===== src/rtl/addsub_pipe.sv =====
`default_nettype none
// ============================================================================
// Module      : addsub_pipe
// Description : Segmented, valid/ready pipelined adder/subtractor with carry,
//               signed-overflow and zero flags. Define ADDSUB_PIPE_SAT_EN to
//               saturate the result on signed overflow.
// Revision    : 1.0 - initial release
// ============================================================================
module addsub_pipe #(
    parameter int WIDTH     = 32,
    parameter int SEG_WIDTH = 8
) (
    input  logic             clk,
    input  logic             rst,
    input  logic             in_valid,
    output logic             in_ready,
    input  logic             op_sub,
    input  logic [WIDTH-1:0] in1,
    input  logic [WIDTH-1:0] in2,
    output logic             out_valid,
    input  logic             out_ready,
    output logic [WIDTH-1:0] out,
    output logic             carry_out,
    output logic             overflow,
    output logic             zero
);

    localparam int c_NSEG = WIDTH / SEG_WIDTH;

    // Per-stage inputs: index k is what stage k consumes this cycle.
    logic [WIDTH-1:0] w_a_in   [c_NSEG];
    logic [WIDTH-1:0] w_b_in   [c_NSEG];
    logic [WIDTH-1:0] w_res_in [c_NSEG];
    logic             w_c_in   [c_NSEG];
    logic             w_v_in   [c_NSEG];

    logic             w_adv;
    logic             r_ovalid;
    logic [WIDTH-1:0] r_out;
    logic             r_carry;
    logic             r_ovf;
    logic             r_zero;

    assign w_adv     = !r_ovalid || out_ready;
    assign in_ready  = w_adv;
    assign out_valid = r_ovalid;
    assign out       = r_out;
    assign carry_out = r_carry;
    assign overflow  = r_ovf;
    assign zero      = r_zero;

    // Subtraction is A + ~B + 1: invert once at entry, carry-in supplies the +1.
    assign w_a_in[0]   = in1;
    assign w_b_in[0]   = op_sub ? ~in2 : in2;
    assign w_res_in[0] = '0;
    assign w_c_in[0]   = op_sub;
    assign w_v_in[0]   = in_valid;

    for (genvar k = 0; k < c_NSEG; k++) begin : g_stage
        logic [SEG_WIDTH:0] w_seg;

        assign w_seg = {1'b0, w_a_in[k][k*SEG_WIDTH +: SEG_WIDTH]}
                     + {1'b0, w_b_in[k][k*SEG_WIDTH +: SEG_WIDTH]}
                     + (SEG_WIDTH+1)'(w_c_in[k]);

        if (k < c_NSEG - 1) begin : g_mid
            logic [WIDTH-1:0] w_res_next;
            logic [WIDTH-1:0] r_a;
            logic [WIDTH-1:0] r_b;
            logic [WIDTH-1:0] r_res;
            logic             r_c;
            logic             r_v;

            always_comb begin
                w_res_next = w_res_in[k];
                w_res_next[k*SEG_WIDTH +: SEG_WIDTH] = w_seg[SEG_WIDTH-1:0];
            end

            always_ff @(posedge clk) begin
                if (rst) begin
                    r_v <= 1'b0;
                end else if (w_adv) begin
                    r_v <= w_v_in[k];
                end
                if (w_adv) begin
                    r_a   <= w_a_in[k];
                    r_b   <= w_b_in[k];
                    r_res <= w_res_next;
                    r_c   <= w_seg[SEG_WIDTH];
                end
            end

            assign w_a_in[k+1]   = r_a;
            assign w_b_in[k+1]   = r_b;
            assign w_res_in[k+1] = r_res;
            assign w_c_in[k+1]   = r_c;
            assign w_v_in[k+1]   = r_v;
        end else begin : g_last
            logic [WIDTH-1:0] w_sum;
            logic [WIDTH-1:0] w_res_out;
            logic             w_a_msb;
            logic             w_b_msb;
            logic             w_ovf;
            logic             w_unused;

            always_comb begin
                w_sum = w_res_in[k];
                w_sum[k*SEG_WIDTH +: SEG_WIDTH] = w_seg[SEG_WIDTH-1:0];
            end

            assign w_a_msb  = w_a_in[k][WIDTH-1];
            assign w_b_msb  = w_b_in[k][WIDTH-1];
            assign w_ovf    = (w_a_msb == w_b_msb) && (w_sum[WIDTH-1] != w_a_msb);
            // Lower operand segments are already consumed by this point.
            assign w_unused = ^{w_a_in[k], w_b_in[k]};

`ifdef ADDSUB_PIPE_SAT_EN
            localparam logic [WIDTH-1:0] c_SAT_MAX = {1'b0, {(WIDTH-1){1'b1}}};
            localparam logic [WIDTH-1:0] c_SAT_MIN = {1'b1, {(WIDTH-1){1'b0}}};
            assign w_res_out = !w_ovf ? w_sum : (w_a_msb ? c_SAT_MIN : c_SAT_MAX);
`else
            assign w_res_out = w_sum;
`endif

            always_ff @(posedge clk) begin
                if (rst) begin
                    r_ovalid <= 1'b0;
                    r_out    <= '0;
                    r_carry  <= 1'b0;
                    r_ovf    <= 1'b0;
                    r_zero   <= 1'b0;
                end else if (w_adv) begin
                    r_ovalid <= w_v_in[k];
                    r_out    <= w_res_out;
                    r_carry  <= w_seg[SEG_WIDTH];
                    r_ovf    <= w_ovf;
                    r_zero   <= (w_res_out == '0);
                end
            end
        end
    end

endmodule
`default_nettype wire


===== config.mk =====
export PLATFORM = sky130hd
export DESIGN_NAME = addsub_pipe
export DESIGN_NICKNAME = d
export VERILOG_FILES = /design/src/rtl/addsub_pipe.sv
export SDC_FILE = /design/constraint.sdc
export NUM_CORES = 1
export LEC_CHECK = 0
export CORE_AREA = 3 3 125 127
export CTS_CLUSTER_DIAMETER = 100
export DETAILED_ROUTE_END_ITERATION = 6
export DIE_AREA = 0 0 128 130
export PLACE_DENSITY = 0.72
export SYNTH_ARGS = -nofsm -noshare
export SYNTH_HDL_FRONTEND = slang
export SYNTH_SLANG_ARGS = --single-unit

===== constraint.sdc =====
create_clock -name clk -period 10.68 [get_ports clk]
set_input_delay 1.602 -clock clk [delete_from_list [all_inputs] [get_ports clk]]
set_output_delay 1.602 -clock clk [all_outputs]
set_load 0.02 [all_outputs]

**Yosys cells after proc, flatten, opt, wreduce, memory -nomap -nowiden**

Index checks and enable logic that the tools add are counted.
Widths: inputs -> output; s select.

- $add $sub $neg: 8
- Multiply operators: 0
- Divide/modulo/power cells: 0
- Order comparisons: 0
- Equal/unequal tests: 2
- Shift-type cells: 0
- Multiplexer cells: 1
- Bitwise logic cells: 1
- Reductions and logical operators: 4

Operators with widths:

| operator | count |
|---|---|
| $add 8x8->9 | 4 |
| $add 9x1->9 | 4 |
| $logic_not 32->1 | 1 |
| $mux 32 | 1 |
| $not 32->32 | 1 |
| $eq 1x1->1 | 1 |
| $logic_and 1x1->1 | 1 |
| $logic_not 1->1 | 1 |
| $logic_or 1x1->1 | 1 |
| $ne 1x1->1 | 1 |

- Bits in registers: 282
- Latch bits: 0
- Memory bits (writable): 0
- ROM bits: 0
- Input bits: 69
- Output and inout bits: 37
- Word-level logic and storage cells: 36
- Memories: 0

**Depth between registers and ports, before layout**

- Depth after elaboration: 4
- Gate-level depth with buffers: 10
- Gate-level depth less buffers: 10

**Least setup slack after synthesis**

Ideal clock, no wire load.

- Kind: input-to-output
- From: in out_ready
- To: out in_ready
- Arrival: 6207 ps
- Data required time: 9078 ps
- Slack: 2871 ps
- Cell stages on the path: 4
- Buffers on the path: 2
- Path through: nor2b_1 > buf_2 > inv_2 > buf_1

- Cells in the longest elaborated chain, start to end: 1

Ends and longest elaborated chain:

| item | line | text |
|---|---|---|
| start, declared | 21 | `input logic out_ready,` |
| $logic_or 1x1->1 | 44 | `assign w_adv = !r_ovalid \|\| out_ready;` |
| end, declared | 16 | `output logic in_ready,` |

No other way between the ends.

**Worst setup path in the final report**

Ends and elaborated chain as after synthesis.

==> out/results.txt <==
post-route setup slack: 5.05 ns
Nets: 736
ys flop type: edfxtp_1
CTS Buf Count: 17
drc violations: 0
DR vias/cell: 5.00
Post-synth EDFFs: 147
initial antenna violation count: 0
leak pwr: 3.54 nW
CP required: 9.08 ns
post-synthesis simple-gate area fraction: 7.85%
crit share post-route: 52.7%
max_slew headroom: 34.7%
grt ovf: 0
syn nets: 626
Worst-Skew Late Latency: 0.42 ns
final wirelength: 11800 um
largest buffer count on any clock path: 2
GRT Total Usage: 15.0%
worst slew pin tran: 0.980 ns
hold path cells: 0
total power: 1.91 mW
CP startpoint kind: input port
crit path from: out_ready
Detailed Routing Iterations Pass 1: 4
core area: 14500 um2
WL per Instance: 14.2 um
commonest non-fill, non-tap cell in the layout: edfxtp_1
largest net degree at the start of global routing: 100
most frequent cells in the layout: 147 x edfxtp_1, 104 x clkdlybuf4s50_1, 76 x nand2_1
fraction of layout cells with a size suffix above 1: 5.89%
post_cts resized: 0
Root Driver: clkbuf_16
Starting Density: 50.3%
mux share of post-synthesis cell area: 0.154%
setup slack at placement: 5.06 ns
crit-path max cell delay: 0.75 ns
Antenna Nets Post-Route: 0
ant diodes: 0
first-pass GRT wire length: 19200 um
Power Dens Cells: 208 nW/um2
Die Span Y: 130 um
hold wc startpoint: g_stage[1].g_mid.r_res[2]
sequential area share after synthesis: 71.0%
synth unique cells: 36
num ports: 106
synth-to-layout area growth: 25.6%
placer congestion estimate: 0.784
CTS clk-pin slew, worst paths: 0.06 ns
min-delay worst type: reg2reg
register area: 5190 um2
RSZ-0062 raised after global routing: no
YS warnings: 0
max-cap violations: 0
CP Class: in2out
Buf/Inv on CP: 3
Reg2Reg Depth: 5
CP Cell Sequence: clkdlybuf4s50_1 > nor2b_4 > inv_6 > clkdlybuf4s50_1
via count: 4146
Synth top area share: 60.3%
Die X: 128 um
input/output buffers: 105
Crit-path slowest cell: nor2b_4
TNS Setup: 0 ns
Fmax achieved: 178 MHz
Fin. Hold Viols: 0
largest family of logic cells by synthesized area: simple AND/OR/NAND/NOR gates
hold_buf cts: 0
worst clock skew: 0.00703 ns
critical path's most frequent cell: clkdlybuf4s50_1
Worst R2R Start: out_valid
fillers: 1120
final core utilization: 63.2%
Mapped Area: 7320 um2
post-synthesis async set-or-reset flop share: 0%
Final Max Slew Viols: 0
crit path max fanout: 99
vias in the first global route: 4099
post-CTS setup buffer count: 0
synthesized instance count: 522
fin crit period: 5.63 ns
synth top area cells: edfxtp_1 60%, dfxtp_1 11%, ha_1 4.8%
#FFs+latches synth: 186
initial DRC count: 338
row count: 44
status: finished clean
Mean Syn Cell Area: 14.0 um2
Max IR drop VDD: 0.127 mV
CP endpoint kind: primary output
cell accounting for the most synthesized area: edfxtp_1
htree depth: 4
TritonCTS clock tree: yes
# setup viols final: 0
critical path's top delay family: buffers and inverters
Critical Path Stages: 4
fraction of the mapped netlist area in compound gates: 6.19%
Post-DP HPWL: 8210 um
Synth Area in XOR/XNOR: 6.23%
adder-cell area share of the yosys netlist: 6.70%
CP arrival: 4.03 ns
multi-input logic area: 1990 um2
die area: 16600 um2
CTS sink count: 186
[worst register-to-register path: cells and delay by family, from the launching register on]
family                 cells  cell delay [ns]
DFF                        1             0.33
AOI/OAI and AO/OA          1             0.10
buffers and inverters      2             1.13
and+or+nand+nor            2             0.99
[logic make-up after synthesis]
family,after synthesis
AOI/OAI and AO/OA,82
xor gates and xnor gates,52
adders and majority gates,35
buffers and inverters,36
DFF,186
muxes,1
and+or+nand+nor,130
[cell usage after synthesis, types with 2 or more instances]
library cell	instances
a211oi_1	3
a21boi_0	2
a21o_1	2
a21oi_1	52
buf_1	5
clkbuf_1	10
dfxtp_1	39
edfxtp_1	147
fa_1	7
ha_1	28
inv_1	19
nand2_1	76
nand2b_1	2
nand3_1	5
nor2_1	23
nor2b_1	5
nor3_1	6
nor4_1	5
o21a_1	2
o21ai_0	13
o21bai_1	4
or3_1	3
xnor2_1	12
xor2_1	40
[flip-flops by register name (all words and copies together) (netlist names)]
register	flops
carry_out	1
g_stage.g_mid.r_b	48
overflow	1
g_stage.g_mid.r_a	48
out_valid	1
g_stage.g_mid.r_v	3
g_stage.g_mid.r_res	48
g_stage.g_mid.r_c	3
out	32
zero	1
[power breakdown]
part	switching, mW	internal (mW)
logic	0.144	0.141
clock network	0.248	0.404
registers	0.0547	0.920
[metrics by stage]
stage          cell area, um2  cells  hold WS, ns
6_report                 9190    829        0.413
5_1_grt                  9190    829        0.421
4_1_cts                  9190    829        0.415
3_5_place_dp             8560    797        0.405
3_3_place_gp             8560    797        0.401
2_1_floorplan            7320    522        0.400
[cell type report]
type	count	area share, %
Sequential cell	186	56.5
Multi-Input combinational cell	300	21.7
Timing Repair Buffer	107	11.5
Clock buffer	21	5.01
Tap cell	184	2.51
Clock inverter	11	1.84
Inverter	20	0.872
[path summary, 6_finish.rpt]
check | to | slack (ns)
hold reg to reg | g_stage[2].g_mid.r_res[2] | 0.41
setup reg to reg | out[6] | 8.00
setup / recovery | in_ready | 5.05
hold / removal | g_stage[2].g_mid.r_res[2] | 0.41
[per-layer routing]
metal / global-route usage, % / wire length [um]
met2: 25.3 / 5900
met4: 6.05 / 227
met5: 0 / 0
met3: 4.18 / 602
met1: 18.3 / 5080
Power figures use the tool's default switching activity.
